===== src/rtl/frame_seq_pkg.sv =====
// Shared definitions for the hologram frame sequencer: register map,
// CTRL/STATUS bit layout, playback state encoding and helpers.
package frame_seq_pkg;

  localparam logic [1:0] REG_CTRL   = 2'd0;
  localparam logic [1:0] REG_PERIOD = 2'd1;
  localparam logic [1:0] REG_FRAME  = 2'd2;
  localparam logic [1:0] REG_STATUS = 2'd3;

  localparam int CTRL_PLAY    = 0;
  localparam int CTRL_REVERSE = 1;
  localparam int CTRL_ONESHOT = 2;
  localparam int CTRL_STEP    = 3;
  localparam int CTRL_SYNC    = 4;

  localparam int STAT_PEND = 2;
  localparam int STAT_DONE = 3;

  localparam logic [31:0] MIN_PERIOD = 32'd2;

  typedef enum logic [1:0] {
    ST_PAUSE = 2'd0,
    ST_PLAY  = 2'd1,
    ST_DONE  = 2'd2
  } state_e;

  typedef struct packed {
    logic sync_en;
    logic oneshot;
    logic reverse;
    logic play;
  } ctrl_t;

  localparam ctrl_t CTRL_RESET = '{sync_en: 1'b1, oneshot: 1'b0, reverse: 1'b0, play: 1'b1};

  // Step is a pulse and is never stored, so it always reads back as 0.
  function automatic logic [31:0] ctrl_word(input ctrl_t c);
    logic [31:0] w;
    w               = '0;
    w[CTRL_PLAY]    = c.play;
    w[CTRL_REVERSE] = c.reverse;
    w[CTRL_ONESHOT] = c.oneshot;
    w[CTRL_SYNC]    = c.sync_en;
    return w;
  endfunction

endpackage


===== src/rtl/frame_timer.sv =====
// Frame pacing counter: while enabled it raises expire once every period_i
// cycles; clear restarts the count and suppresses expiry in that cycle.
module frame_timer
  import frame_seq_pkg::*;
(
  input  logic        clk,
  input  logic        reset,
  input  logic        en_i,
  input  logic        clr_i,
  input  logic [31:0] period_i,
  output logic        expire_o
);

  logic [31:0] count_q, count_d;

  // >= keeps the counter from running away if the period shrinks mid-count.
  assign expire_o = en_i && !clr_i && (count_q >= period_i - 32'd1);

  // NOTE: every combinational output gets a default first so no latch is inferred.
  always_comb begin
    count_d = count_q;
    if (clr_i) begin
      count_d = '0;
    end else if (en_i) begin
      count_d = expire_o ? '0 : count_q + 32'd1;
    end
  end

  // NOTE: sequential state is updated only with non-blocking assignments.
  always_ff @(posedge clk) begin
    if (!reset) begin
      count_q <= '0;
    end else begin
      count_q <= count_d;
    end
  end

endmodule


===== src/rtl/frame_sequencer.sv =====
// Animation playback controller: paces frames, handles play/pause/step,
// reverse and one-shot, and defers frame changes to the theta wrap.
module frame_sequencer
  import frame_seq_pkg::*;
#(
  parameter int CLK_FREQ       = 100_000_000,
  parameter int NUM_FRAMES     = 30,
  parameter int FRAME_SIZE     = 3328,
  parameter int ADDR_W         = $clog2(FRAME_SIZE * NUM_FRAMES),
  parameter int THETA_BITS     = 6,
  parameter int DEFAULT_PERIOD = CLK_FREQ / 15
) (
  input  logic                  clk,
  input  logic                  reset,
  input  logic                  cfg_we,
  input  logic [1:0]            cfg_addr,
  input  logic [31:0]           cfg_wdata,
  output logic [31:0]           cfg_rdata,
  input  logic [THETA_BITS-1:0] theta,
  output logic [7:0]            frame_idx,
  output logic [ADDR_W-1:0]     frame_offset,
  output logic                  frame_tick,
  output logic [1:0]            state
);

  localparam logic [7:0] LAST_IDX = 8'(NUM_FRAMES - 1);

  function automatic logic [ADDR_W-1:0] offset_of(input logic [7:0] idx);
    return ADDR_W'(int'(idx) * FRAME_SIZE);
  endfunction

  state_e                state_q, state_d;
  ctrl_t                 ctrl_q, ctrl_d;
  logic [31:0]           period_q, period_d;
  logic                  done_q, done_d;
  logic                  pend_q, pend_d;
  logic [7:0]            pend_idx_q, pend_idx_d;
  logic [ADDR_W-1:0]     pend_off_q, pend_off_d;
  logic [7:0]            frame_idx_q, frame_idx_d;
  logic [ADDR_W-1:0]     frame_off_q, frame_off_d;
  logic                  tick_q;
  logic [31:0]           rdata_q, rdata_d;
  logic [THETA_BITS-1:0] theta_q;

  logic       ctrl_wr, period_wr, frame_wr_ok;
  logic       timer_en, timer_clr, timer_exp;
  logic       step_adv, adv_req, commit, at_end;
  logic       load_en;
  logic [7:0] load_idx, base_idx, next_idx;

  assign ctrl_wr     = cfg_we && (cfg_addr == REG_CTRL);
  assign period_wr   = cfg_we && (cfg_addr == REG_PERIOD);
  assign frame_wr_ok = cfg_we && (cfg_addr == REG_FRAME) && (cfg_wdata < 32'(NUM_FRAMES));

  assign timer_en  = (state_q == ST_PLAY);
  assign timer_clr = period_wr || frame_wr_ok;

  frame_timer u_timer (
    .clk      (clk),
    .reset    (reset),
    .en_i     (timer_en),
    .clr_i    (timer_clr),
    .period_i (period_q),
    .expire_o (timer_exp)
  );

  // A step only counts when the write leaves the sequencer paused.
  assign step_adv = ctrl_wr && cfg_wdata[CTRL_STEP] && !cfg_wdata[CTRL_PLAY]
                    && (state_q != ST_DONE);
  assign adv_req  = timer_exp || step_adv;

  // Advances chain from the pending frame so a burst skips frames instead of queueing.
  assign base_idx = pend_q ? pend_idx_q : frame_idx_q;
  assign at_end   = ctrl_q.reverse ? (base_idx == 8'd0) : (base_idx == LAST_IDX);

  always_comb begin
    next_idx = '0;
    if (ctrl_q.reverse) begin
      next_idx = (base_idx == 8'd0) ? LAST_IDX : base_idx - 8'd1;
    end else begin
      next_idx = (base_idx == LAST_IDX) ? 8'd0 : base_idx + 8'd1;
    end
  end

  assign commit = pend_q && (!ctrl_q.sync_en ||
                  ((theta_q == {THETA_BITS{1'b1}}) && (theta == '0)));

  always_comb begin
    state_d     = state_q;
    ctrl_d      = ctrl_q;
    period_d    = period_q;
    done_d      = done_q;
    pend_d      = pend_q;
    pend_idx_d  = pend_idx_q;
    pend_off_d  = pend_off_q;
    frame_idx_d = frame_idx_q;
    frame_off_d = frame_off_q;
    load_en     = 1'b0;
    load_idx    = '0;

    if (commit) begin
      frame_idx_d = pend_idx_q;
      frame_off_d = pend_off_q;
      pend_d      = 1'b0;
    end

    if (ctrl_wr) begin
      ctrl_d.play    = cfg_wdata[CTRL_PLAY];
      ctrl_d.reverse = cfg_wdata[CTRL_REVERSE];
      ctrl_d.oneshot = cfg_wdata[CTRL_ONESHOT];
      ctrl_d.sync_en = cfg_wdata[CTRL_SYNC];
      if (cfg_wdata[CTRL_PLAY]) begin
        done_d  = 1'b0;
        state_d = ST_PLAY;
        if (state_q == ST_DONE) begin
          load_en  = 1'b1;
          load_idx = cfg_wdata[CTRL_REVERSE] ? LAST_IDX : 8'd0;
        end
      end else if (state_q == ST_PLAY) begin
        state_d = ST_PAUSE;
      end
    end

    if (period_wr) begin
      period_d = (cfg_wdata < MIN_PERIOD) ? MIN_PERIOD : cfg_wdata;
    end

    // A valid FRAME write overrides any advance landing in the same cycle.
    if (frame_wr_ok) begin
      load_en  = 1'b1;
      load_idx = cfg_wdata[7:0];
    end else if (adv_req && !load_en) begin
      if (ctrl_q.oneshot && at_end) begin
        state_d     = ST_DONE;
        ctrl_d.play = 1'b0;
        done_d      = 1'b1;
      end else begin
        load_en  = 1'b1;
        load_idx = next_idx;
      end
    end

    if (load_en) begin
      pend_d     = 1'b1;
      pend_idx_d = load_idx;
      pend_off_d = offset_of(load_idx);
    end
  end

  always_comb begin
    rdata_d = '0;
    case (cfg_addr)
      REG_CTRL:   rdata_d = ctrl_word(ctrl_q);
      REG_PERIOD: rdata_d = period_q;
      REG_FRAME:  rdata_d = {24'd0, frame_idx_q};
      default: begin
        rdata_d[1:0]      = state_q;
        rdata_d[STAT_PEND] = pend_q;
        rdata_d[STAT_DONE] = done_q;
      end
    endcase
  end

  always_ff @(posedge clk) begin
    if (!reset) begin
      state_q     <= ST_PLAY;
      ctrl_q      <= CTRL_RESET;
      period_q    <= 32'(DEFAULT_PERIOD);
      done_q      <= 1'b0;
      pend_q      <= 1'b0;
      pend_idx_q  <= '0;
      pend_off_q  <= '0;
      frame_idx_q <= '0;
      frame_off_q <= '0;
      tick_q      <= 1'b0;
      rdata_q     <= '0;
      theta_q     <= '0;
    end else begin
      state_q     <= state_d;
      ctrl_q      <= ctrl_d;
      period_q    <= period_d;
      done_q      <= done_d;
      pend_q      <= pend_d;
      pend_idx_q  <= pend_idx_d;
      pend_off_q  <= pend_off_d;
      frame_idx_q <= frame_idx_d;
      frame_off_q <= frame_off_d;
      tick_q      <= commit;
      rdata_q     <= rdata_d;
      theta_q     <= theta;
    end
  end

  assign cfg_rdata    = rdata_q;
  assign frame_idx    = frame_idx_q;
  assign frame_offset = frame_off_q;
  assign frame_tick   = tick_q;
  assign state        = state_q;

endmodule


===== config.mk =====
export PLATFORM = sky130hd
export DESIGN_NAME = frame_sequencer
export DESIGN_NICKNAME = d
export VERILOG_FILES = /design/src/rtl/frame_seq_pkg.sv /design/src/rtl/frame_timer.sv /design/src/rtl/frame_sequencer.sv
export SDC_FILE = /design/constraint.sdc
export NUM_CORES = 1
export LEC_CHECK = 0
export ABC_CLOCK_PERIOD_IN_PS = 17300
export CAP_MARGIN = 5
export CORE_UTILIZATION = 50
export CTS_CLUSTER_DIAMETER = 40
export DETAILED_ROUTE_END_ITERATION = 8
export DONT_BUFFER_PORTS = 1
export GPL_TIMING_DRIVEN = 0
export PLACE_DENSITY = 0.62
export RECOVER_POWER = 100
export SETUP_SLACK_MARGIN = 0.3
export SYNTH_ARGS = -nofsm -noshare
export SYNTH_HDL_FRONTEND = slang
export SYNTH_SLANG_ARGS = --single-unit

===== constraint.sdc =====
create_clock -name clk -period 17.3 [get_ports clk]
set_input_delay 2.595 -clock clk [delete_from_list [all_inputs] [get_ports clk]]
set_output_delay 2.595 -clock clk [all_outputs]
set_load 0.05 [all_outputs]

# Yosys cells after proc, flatten, opt, wreduce, memory -nomap -nowiden
# Cells that the tools add are included.
# op_classes
n_addsub	4
mul	1
n_lt_le_gt_ge	3
eq_ne	7
n_mux	39
bitwise	1
n_reduce_logical	25
# ops
op	n
$pmux W28 S3	1
$mux W32	2
$mux W8	7
$add A32 B1 Y32 const B	1
$ge A32 B32 Y1	1
$lt A32 B2 Y1 const B	1
$lt A32 B5 Y1 const B	1
$sub A32 B1 Y32 const B	1
$mux W5	4
$mux W1	18
$logic_and A1 B1 Y1	13
$mux W2	6
$pmux W4 S3	1
$mul A8 B4 Y9 const B	1
$add A8 B1 Y8 const B	1
$eq A8 B5 Y1 const B	1
$logic_not A8 Y1	1
$sub A8 B1 Y8 const B	1
$eq A6 B6 Y1 const B	1
$logic_not A6 Y1	1
$eq A2 B1 Y1 const B	2
$eq A2 B2 Y1 const B	2
$logic_not A1 Y1	4
$logic_or A1 B1 Y1	3
5 further kinds	5
# word_totals
register_bits	145
wordCells	96

# Depth between registers and ports, before layout
# Gate-level depths: netlist (run 1).
# depth
depth_word	12
mapped_depth	30

# By module
# A second synthesis (run 1) with hierarchy kept.
# hier_totals
hier_cells	880
area_unflattened_um2	7828.8
# modules_own_cells
mod	instances	cells_each	area_each_um2	seq_area_each_um2
frame_sequencer	1	558	5121.2	2182.1
frame_timer	1	322	2707.6	640.6

# Least setup slack after synthesis (run 1)
# No wires, ideal clock.
# synth_path
path_type	input to register
startpoint	input port cfg_addr[1]
endpoint	register pend_off_q[16]
arrival_time_ns	6.484
t_required_ns	17.174
slack_ns	10.691
path_stages	19
n_path_buf	1
cell_sequence	buf_2 nor3b_1 or3b_2 o41ai_1 a21oi_1 nand2_1 o22a_1 nand2_1 ha_1 fa_1 ha_1 a21o_1 a21oi_1 o21bai_1 a21oi_1 xnor2_1 o211ai_1 o21ai_0 o21ai_0
# synth_between
elab_chain_cells	12
# synth_rtl
element	line_no	rtl
from (decl)	frame_sequencer.sv:16	input logic [1:0] cfg_addr,
$eq A2 B2 Y1	frame_sequencer.sv:53	assign frame_wr_ok = cfg_we && (cfg_addr == REG_FRAME) && (cfg_wdata < 32'(NUM_FRAMES));
$logic_and A1 B1 Y1 (2 in series)	frame_sequencer.sv:53	
$logic_or A1 B1 Y1	frame_sequencer.sv:56	assign timer_clr = period_wr || frame_wr_ok;
$logic_not A1 Y1	frame_timer.sv:17	assign expire_o = en_i && !clr_i && (count_q >= period_i - 32'd1);
$logic_and A1 B1 Y1 (2 in series)	frame_timer.sv:17	
$logic_or A1 B1 Y1	frame_sequencer.sv:70	assign adv_req = timer_exp || step_adv;
$logic_and A1 B1 Y1	frame_sequencer.sv:132	end else if (adv_req && !load_en) begin
$mux W8	frame_sequencer.sv:132	
$mux W8 *	frame_sequencer.sv:129	if (frame_wr_ok) begin
named net load_idx[2]	frame_sequencer.sv:49	logic [7:0] load_idx, base_idx, next_idx;
$mul A8 B4 Y9 *	frame_sequencer.sv:29	return ADDR_W'(int'(idx) * FRAME_SIZE);
to (signal assigned)	frame_sequencer.sv:185	pend_off_q <= pend_off_d;
to (decl)	frame_sequencer.sv:38	logic [ADDR_W-1:0] pend_off_q, pend_off_d;
# Mark *: on every way through the listed nets, which the timed path passes. The rest lies on a longest branch.
# A chain may end at the register's enable or synchronous reset.

# Worst setup path in the final report (run 1)
# layout_path
startpoint	register period_q[6]
endpoint	register pend_off_q[16]
# layout_between
elab_chain_cells	8
# layout_rtl
element	line_no	rtl
from (decl)	frame_sequencer.sv:34	logic [31:0] period_q, period_d;
from (signal assigned)	frame_sequencer.sv:168	period_q <= 32'(DEFAULT_PERIOD);
from (signal assigned)	frame_sequencer.sv:181	period_q <= period_d;
$sub A32 B1 Y32	frame_timer.sv:17	
$ge A32 B32 Y1	frame_timer.sv:17	
$logic_and A1 B1 Y1	frame_timer.sv:17	
$logic_or A1 B1 Y1	frame_sequencer.sv:70	
$logic_and A1 B1 Y1	frame_sequencer.sv:132	
$mux W8	frame_sequencer.sv:132	
$mux W8	frame_sequencer.sv:129	
named net load_idx[1]	frame_sequencer.sv:49	
$mul A8 B4 Y9	frame_sequencer.sv:29	
# The timed path passes the listed nets, and every way through them passes these cells.

==> results.ini, run 1 <==
[status]
outcome=complete, no violations

[timing]
grt_setup_unrepaired=false
tns_ns=0
fin_skew_ns=0.00695
drv_slew=0
fin_ws_ns=9.67
worstMarginPinSlew_ns=0.877
post-route-period-util_pct=44.1
timing.hold.ws_ns=0.467
finalCriticalPeriod_ns=7.63
setup_viol=0
fmax_mhz=131
slew_headroom_pct=40.8
hold_viol=0

[yosys]
postSynthCellCount=886
synth_area_um2=7650
synth-main-ff-cell=dfxtp_1
synth_edf_count=0
synth_seq_area_share_pct=36.9
synth-seq-cells=141
syn_area_per_cell_um2=8.64
yosys.area.top_type=dfxtp_1
yosysMostFrequentCell=dfxtp_1
ys_top_cells_by_area=dfxtp_1 (37%), ha_1 (8.0%), nand2_1 (4.6%), nor2_1 (4.3%), xnor2_1 (4.1%)
synth-warning-count=0
synthTopCellsByCount=dfxtp_1 (141), nand2_1 (94), nor2_1 (87)
synth_top_cell_area_share_pct=36.9
yosysUniqueCellTypes=65
async_reset_ff_share_pct=0

[finish]
antenna_cells=0
synthToLayoutAreaGrowth_pct=12.0
fin_util_pct=58.1
layout-drive-gt1-share_pct=6.38
final_cell_area_um2=8570
final_nets=1009

[route]
wl_per_cell_um=19.5
wl_um=21600
viasPerCell=5.99
num_vias=6643
drt_iter0_markers=493
drcViolationCount=0
ant_nets=0
dr.pass1.iters=5

[global_routing]
gr-usage-all-layers_pct=28.5
antenna_found_initial=0
grt_start_max_net_pins=17
grt_pass1_vias=6516
grt_overflow_total=0
grt_first_pass_wirelength_um=34700

[die]
initial_utilization_pct=51.9
die_area_um2=15800
num_io_pins=103
core_um2=14800
die_w_um=126
die_y_um=126
rows=44

[clocking]
cts_resized=0
cts_root_buf=clkbuf_16
clk_pin_slew_worst_paths_ns=0.06
cts_hold_buf=0
cts_made_buffers=17
cts_tree=done
clk_path_buf_depth=2
cts_max_level=4
cts_setup_buffers=0
clk_latency_ns=0.43
cts.sinks=141

[power]
leakagePower_nw=3.53
worst_ir_drop_vdd_uv=68.8
p_per_area_nw_per_um2=97.0

[setup_path]
crit_path_start_kind=flip-flop
slowest_stage=or4_1
path_max_fanout=7
path_delay_family=compound AO/OA/AOI/OAI gates
endpoint_kind=flip-flop
worstSetupPathType=flip-flop to flip-flop
max_stage_delay_ns=0.57
worstPathRequired_ns=17.61
crit_buf_inv=0
cp.arrival_ns=7.94

[hold_path]
hold_class=flip-flop to flip-flop

[placement]
gp_congestion=0.904
dp_hpwl_um=16700
place_worst_setup_slack_ns=9.82
port_buffers=0
dpl_cell_area_um2=7910

[job]
maxCapViolCount=0

==> worst paths after layout <==
kind              slack [ns]        start  cells past startpoint             end
setup / recovery        9.67  period_q[6]                     26  pend_off_q[16]
hold / removal          0.47       done_q                      2          done_q
setup reg to reg        9.67  period_q[6]                     26  pend_off_q[16]
hold reg to reg         0.47       done_q                      2          done_q
==> metal layers <==
| layer | GRT usage, % | wire length [µm] | part of all wire (%) |
|---|---|---|---|
| met5 | 0 | 0 | 0 |
| met4 | 14.1 | 965 | 4.5 |
| met3 | 7.05 | 1290 | 6.0 |
| met2 | 49.9 | 10700 | 50 |
| met1 | 32.2 | 8610 | 40 |
==> metrics by stage <==
stage / instances / total power, mW
6_report: 1109 / 0.831
5_1_grt: 1109 / 0.856
2_1_floorplan: 893 / 0.386
4_1_cts: 1109 / 0.835
3_3_place_gp: 1077 / 0.397
3_5_place_dp: 1077 / 0.398
==> sequential cells by signal (all words and copies together) (netlist names) <==
register and cells:
cfg_rdata 32, period_q 32, u_timer.count_q 32, frame_idx 8
pend_idx_q 8, frame_offset 7, pend_off_q 7, theta_q 6
ctrl_q 4, state 2, done_q 1, frame_tick 1
pend_q 1
==> worst register-to-register path, delay by kind of cell, from the launching register on <==
| kind | cells | cell delay, ns |
|---|---|---|
| fa+ha+maj | 4 | 1.47 |
| flops | 1 | 0.41 |
| xor+xnor | 2 | 0.36 |
| compound gates | 13 | 2.92 |
| simple gates | 7 | 2.37 |
==> area by class of cell <==
type	count	area (µm²)
Inverter	26	97.6
Clock buffer	21	470
Buffer	46	210
Fill cell	1312	6190
Multi-Input combinational cell	680	4500
Sequential cell	141	2820
Clock inverter	11	235
Tap cell	184	230
==> power breakdown <==
group / switching [mW] / total, mW / internal, mW
combinational: 0.0288 / 0.0451 / 0.0162
clock: 0.144 / 0.440 / 0.296
sequential: 0.0144 / 0.346 / 0.332
total: 0.187 / 0.831 / 0.644
==> kinds of logic after synthesis <==
kind of cell               share of synthesized area, %
buffers and inverters                              4.15
adders and majority gates                          9.32
xor gates and xnor gates                           7.33
muxes                                              4.91
other                                            0.0490
and+or+nand+nor                                    24.6
DFF                                                36.9
AOI/OAI and AO/OA                                  12.8
==> layout by cell type (no fill, tap or decap), types with 6 or more instances in the layout <==
cell,n
a22o_1,8
mux2i_1,24
mux2_2,6
bufinv_16,7
and4_1,7
or4_1,8
xor2_1,28
nand4_1,21
nor2_1,88
and3_1,26
a21o_1,7
a211oi_1,6
nand2_1,95
dfxtp_1,141
buf_2,6
o21ai_0,25
inv_1,26
o21a_1,6
a21oi_1,47
nand3_1,33
or3_1,10
conb_1,8
nor4_1,20
clkbuf_1,33
o211ai_1,15
ha_1,49
buf_4,8
clkbuf_16,17
nor3_1,24
xnor2_1,36
and2_1,15
Power figures use the tool's default switching activity.
==> run 2: changes to the inputs <==
- ABC_CLOCK_PERIOD_IN_PS: 17300 -> 6780
- PLACE_DENSITY: 0.62 -> 0.65
- clock period: 17.3 -> 6.78 ns (I/O delays scaled with it)
==> run 2 against run 1 <==
Against the previous run: cell count increased by 1.4%; wire length increased by 4.4%; clock-buffer cell count fell by 3; setup slack worse by 9.3 ns; clock skew rose by 0.0054 ns; via count is 0.60% higher; sequential cell count unchanged; critical endpoint unchanged; highest routed layer unchanged.
==> results.ini, run 2 (synthesis gave the netlist of run 1 again) <==
[setup_path]
path_max_fanout=5  ; -2
timing.rr.start=period_q[8]
worstSetupPathType=flip-flop to flip-flop
reg2regPathDepth=25  ; -3.8%
worstPathRequired_ns=7.15  ; -10.46 ns
cp.arrival_ns=6.83  ; -1.11 ns
endpoint=pend_off_q[16]
reg2reg_slack_ns=0.32  ; -9.35 ns
cp-startpoint=period_q[8]
crit_path_start_kind=flip-flop
endpoint_kind=flip-flop
reg2reg_to=pend_off_q[16]

[global_routing]
grt_start_max_net_pins=17  ; unchanged
grt_overflow_total=0  ; unchanged
grt_pass1_vias=6604  ; +1.4%
grt_first_pass_wirelength_um=35500  ; +2.4%
grt-busiest-layer=met2
antenna_found_initial=0  ; unchanged
grtUsageMet1_pct=33.6  ; +1.4 points
met2_usage_pct=51.5  ; +1.6 points
gr-usage-all-layers_pct=29.2  ; +0.74 points
gr-usage-met3_pct=6.29  ; -0.76 points

[placement]
dpl_cell_area_um2=7910  ; unchanged
port_buffers=0  ; unchanged
gp_congestion=0.897  ; -0.80%
dp_hpwl_um=16700  ; +0.42%

[finish]
final_nets=1025  ; +1.6%
final_cell_area_um2=8750  ; +2.2%
antenna_cells=0  ; unchanged
layout.area.seq_um2=2830  ; +0.13%
final_common_cell=dfxtp_1
synthToLayoutAreaGrowth_pct=14.4
nFillCells=1320  ; +0.61%
final_cell_mix=dfxtp_1 (140), nand2_1 (92), nor2_1 (87)
layout-drive-gt1-share_pct=10.7  ; +4.4 points
multi_input_area_um2=4680  ; +4.0%

[clocking]
clk_pin_slew_worst_paths_ns=0.06  ; about the same
clk_latency_ns=0.43  ; about the same
cts_made_buffers=17  ; unchanged
cts_root_buf=clkbuf_16
cts_hold_buf=0  ; unchanged
clk_path_buf_depth=2  ; unchanged
cts.sinks=141  ; unchanged
cts_tree=done
cts_max_level=4  ; unchanged

[timing]
fmax_mhz=155  ; +18%
post-route-period-util_pct=95.3  ; +51 points
setup_viol=0  ; unchanged
drv_slew=0  ; unchanged
slew_headroom_pct=34.7  ; -6.1 points
fin_skew_ns=0.0124  ; +0.00541 ns
worstMarginPinSlew_ns=0.972  ; +0.0951 ns
grt_setup_unrepaired=true
finalCriticalPeriod_ns=6.46  ; -1.17 ns
hold_viol=0  ; unchanged
timing.hold.ws_ns=0.454  ; -0.0130 ns

[status]
outcome=complete, no violations

[power]
leakagePower_nw=3.57  ; +1.2%
p_per_area_nw_per_um2=224  ; +130%
worst_ir_drop_vdd_uv=173  ; +150%

[hold_path]
hold_class=flip-flop to flip-flop

[die]
num_io_pins=103  ; unchanged
initial_utilization_pct=51.9  ; unchanged
die_w_um=126  ; unchanged
rows=44  ; unchanged
die_y_um=126  ; unchanged
die_area_um2=15800  ; unchanged
core_um2=14800  ; unchanged

[route]
drt_iter0_markers=491  ; -0.41%
wl_per_cell_um=20.0  ; +2.9%
drcViolationCount=0  ; unchanged
num_vias=6683  ; +0.60%
ant_nets=0  ; unchanged
viasPerCell=5.94  ; -0.83%
dr.pass1.iters=6  ; +1
wl_um=22500  ; +4.4%

[job]
maxCapViolCount=0  ; unchanged

## run 2: cell count changes in the layout (fill, tap and decap cells not counted), sizes merged
cell	change
buf	+13
bufinv	-4
clkinvlp	+3
clkinv	+2
inv	+2
## run 2: report_power, final
| group | internal [mW] | switching, mW | leakage (nW) | total [mW] |
|---|---|---|---|---|
| Combinational | 0.0436 | 0.0776 | 2.15 | 0.121 |
| Clock | 0.578 | 0.381 | 0.279 | 0.959 |
| Sequential | 0.847 | 0.0371 | 1.14 | 0.884 |
| Total | 1.47 | 0.496 | 3.57 | 1.96 |
## run 2: layout make-up
class | count | area share (%)
inverter | 26 | 1.11
timing repair buffer | 16 | 1.29
sequential | 141 | 32.3
clock buffer | 18 | 4.90
multi-input combinational | 680 | 53.5
buffer | 46 | 2.39
clock inverter | 14 | 1.93
tap | 184 | 2.63
## run 2: worst min-delay path by stage
stage / start / end / slack, ns / depth (start not counted)
2_1_floorplan: done_q / done_q / 0.43 / 2
3_3_place_gp: done_q / done_q / 0.44 / 2
3_5_place_dp: done_q / done_q / 0.45 / 2
4_1_cts: done_q / done_q / 0.46 / 2
5_1_grt: done_q / done_q / 0.51 / 2
6_report: done_q / done_q / 0.45 / 2
## run 2: metal layers
layer / share of wire [%] / vias up
li1: - / 3241
met1: 41 / 3194
met2: 50 / 196
met3: 4.7 / 52
met4: 3.9 / 0
met5: 0 / -
## run 2: per-stage QoR
| step | setup TNS (ns) | utilization (%) | instances | setup slack [ns] | power [mW] |
|---|---|---|---|---|---|
| 2_1_floorplan | 0 | - | 893 | 0.495 | 0.984 |
| 3_3_place_gp | -0.298 | 53.6 | 1077 | -0.298 | 1.01 |
| 3_5_place_dp | -0.376 | 53.6 | 1077 | -0.376 | 1.02 |
| 4_1_cts | 0 | 59.3 | 1121 | 0.300 | 1.97 |
| 5_1_grt | 0 | 59.3 | 1125 | 0.0724 | 2.02 |
| 6_report | 0 | 59.3 | 1125 | 0.321 | 1.96 |
## run 2: critical path, stage by stage (launching register included)
cell	delay, ns
dfxtp_1	0.37
or4_4	0.50
nand4bb_4	0.22
or3_4	0.36
or4_4	0.47
or3_4	0.39
xor2_1	0.16
ha_1	0.31
and4_1	0.19
o2111ai_1	0.12
a21oi_1	0.17
o311a_1	0.26
a21o_1	0.16
a21oi_1	0.15
o41ai_4	0.43
ha_1	0.23
fa_1	0.44
ha_1	0.30
a21o_1	0.17
a21oi_2	0.14
o21bai_1	0.09
a21oi_2	0.21
xnor2_2	0.11
o211ai_1	0.23
o211ai_1	0.14
o21ai_1	0.10
## run 2: timing repair
| item | 4_1_cts | 5_1_grt |
|---|---|---|
| resized for setup | 32 | 9 |
| setup buffers | 12 | 4 |
| endpoints found under the setup margin | 3 | 3 |
| pin swaps | 18 | 19 |
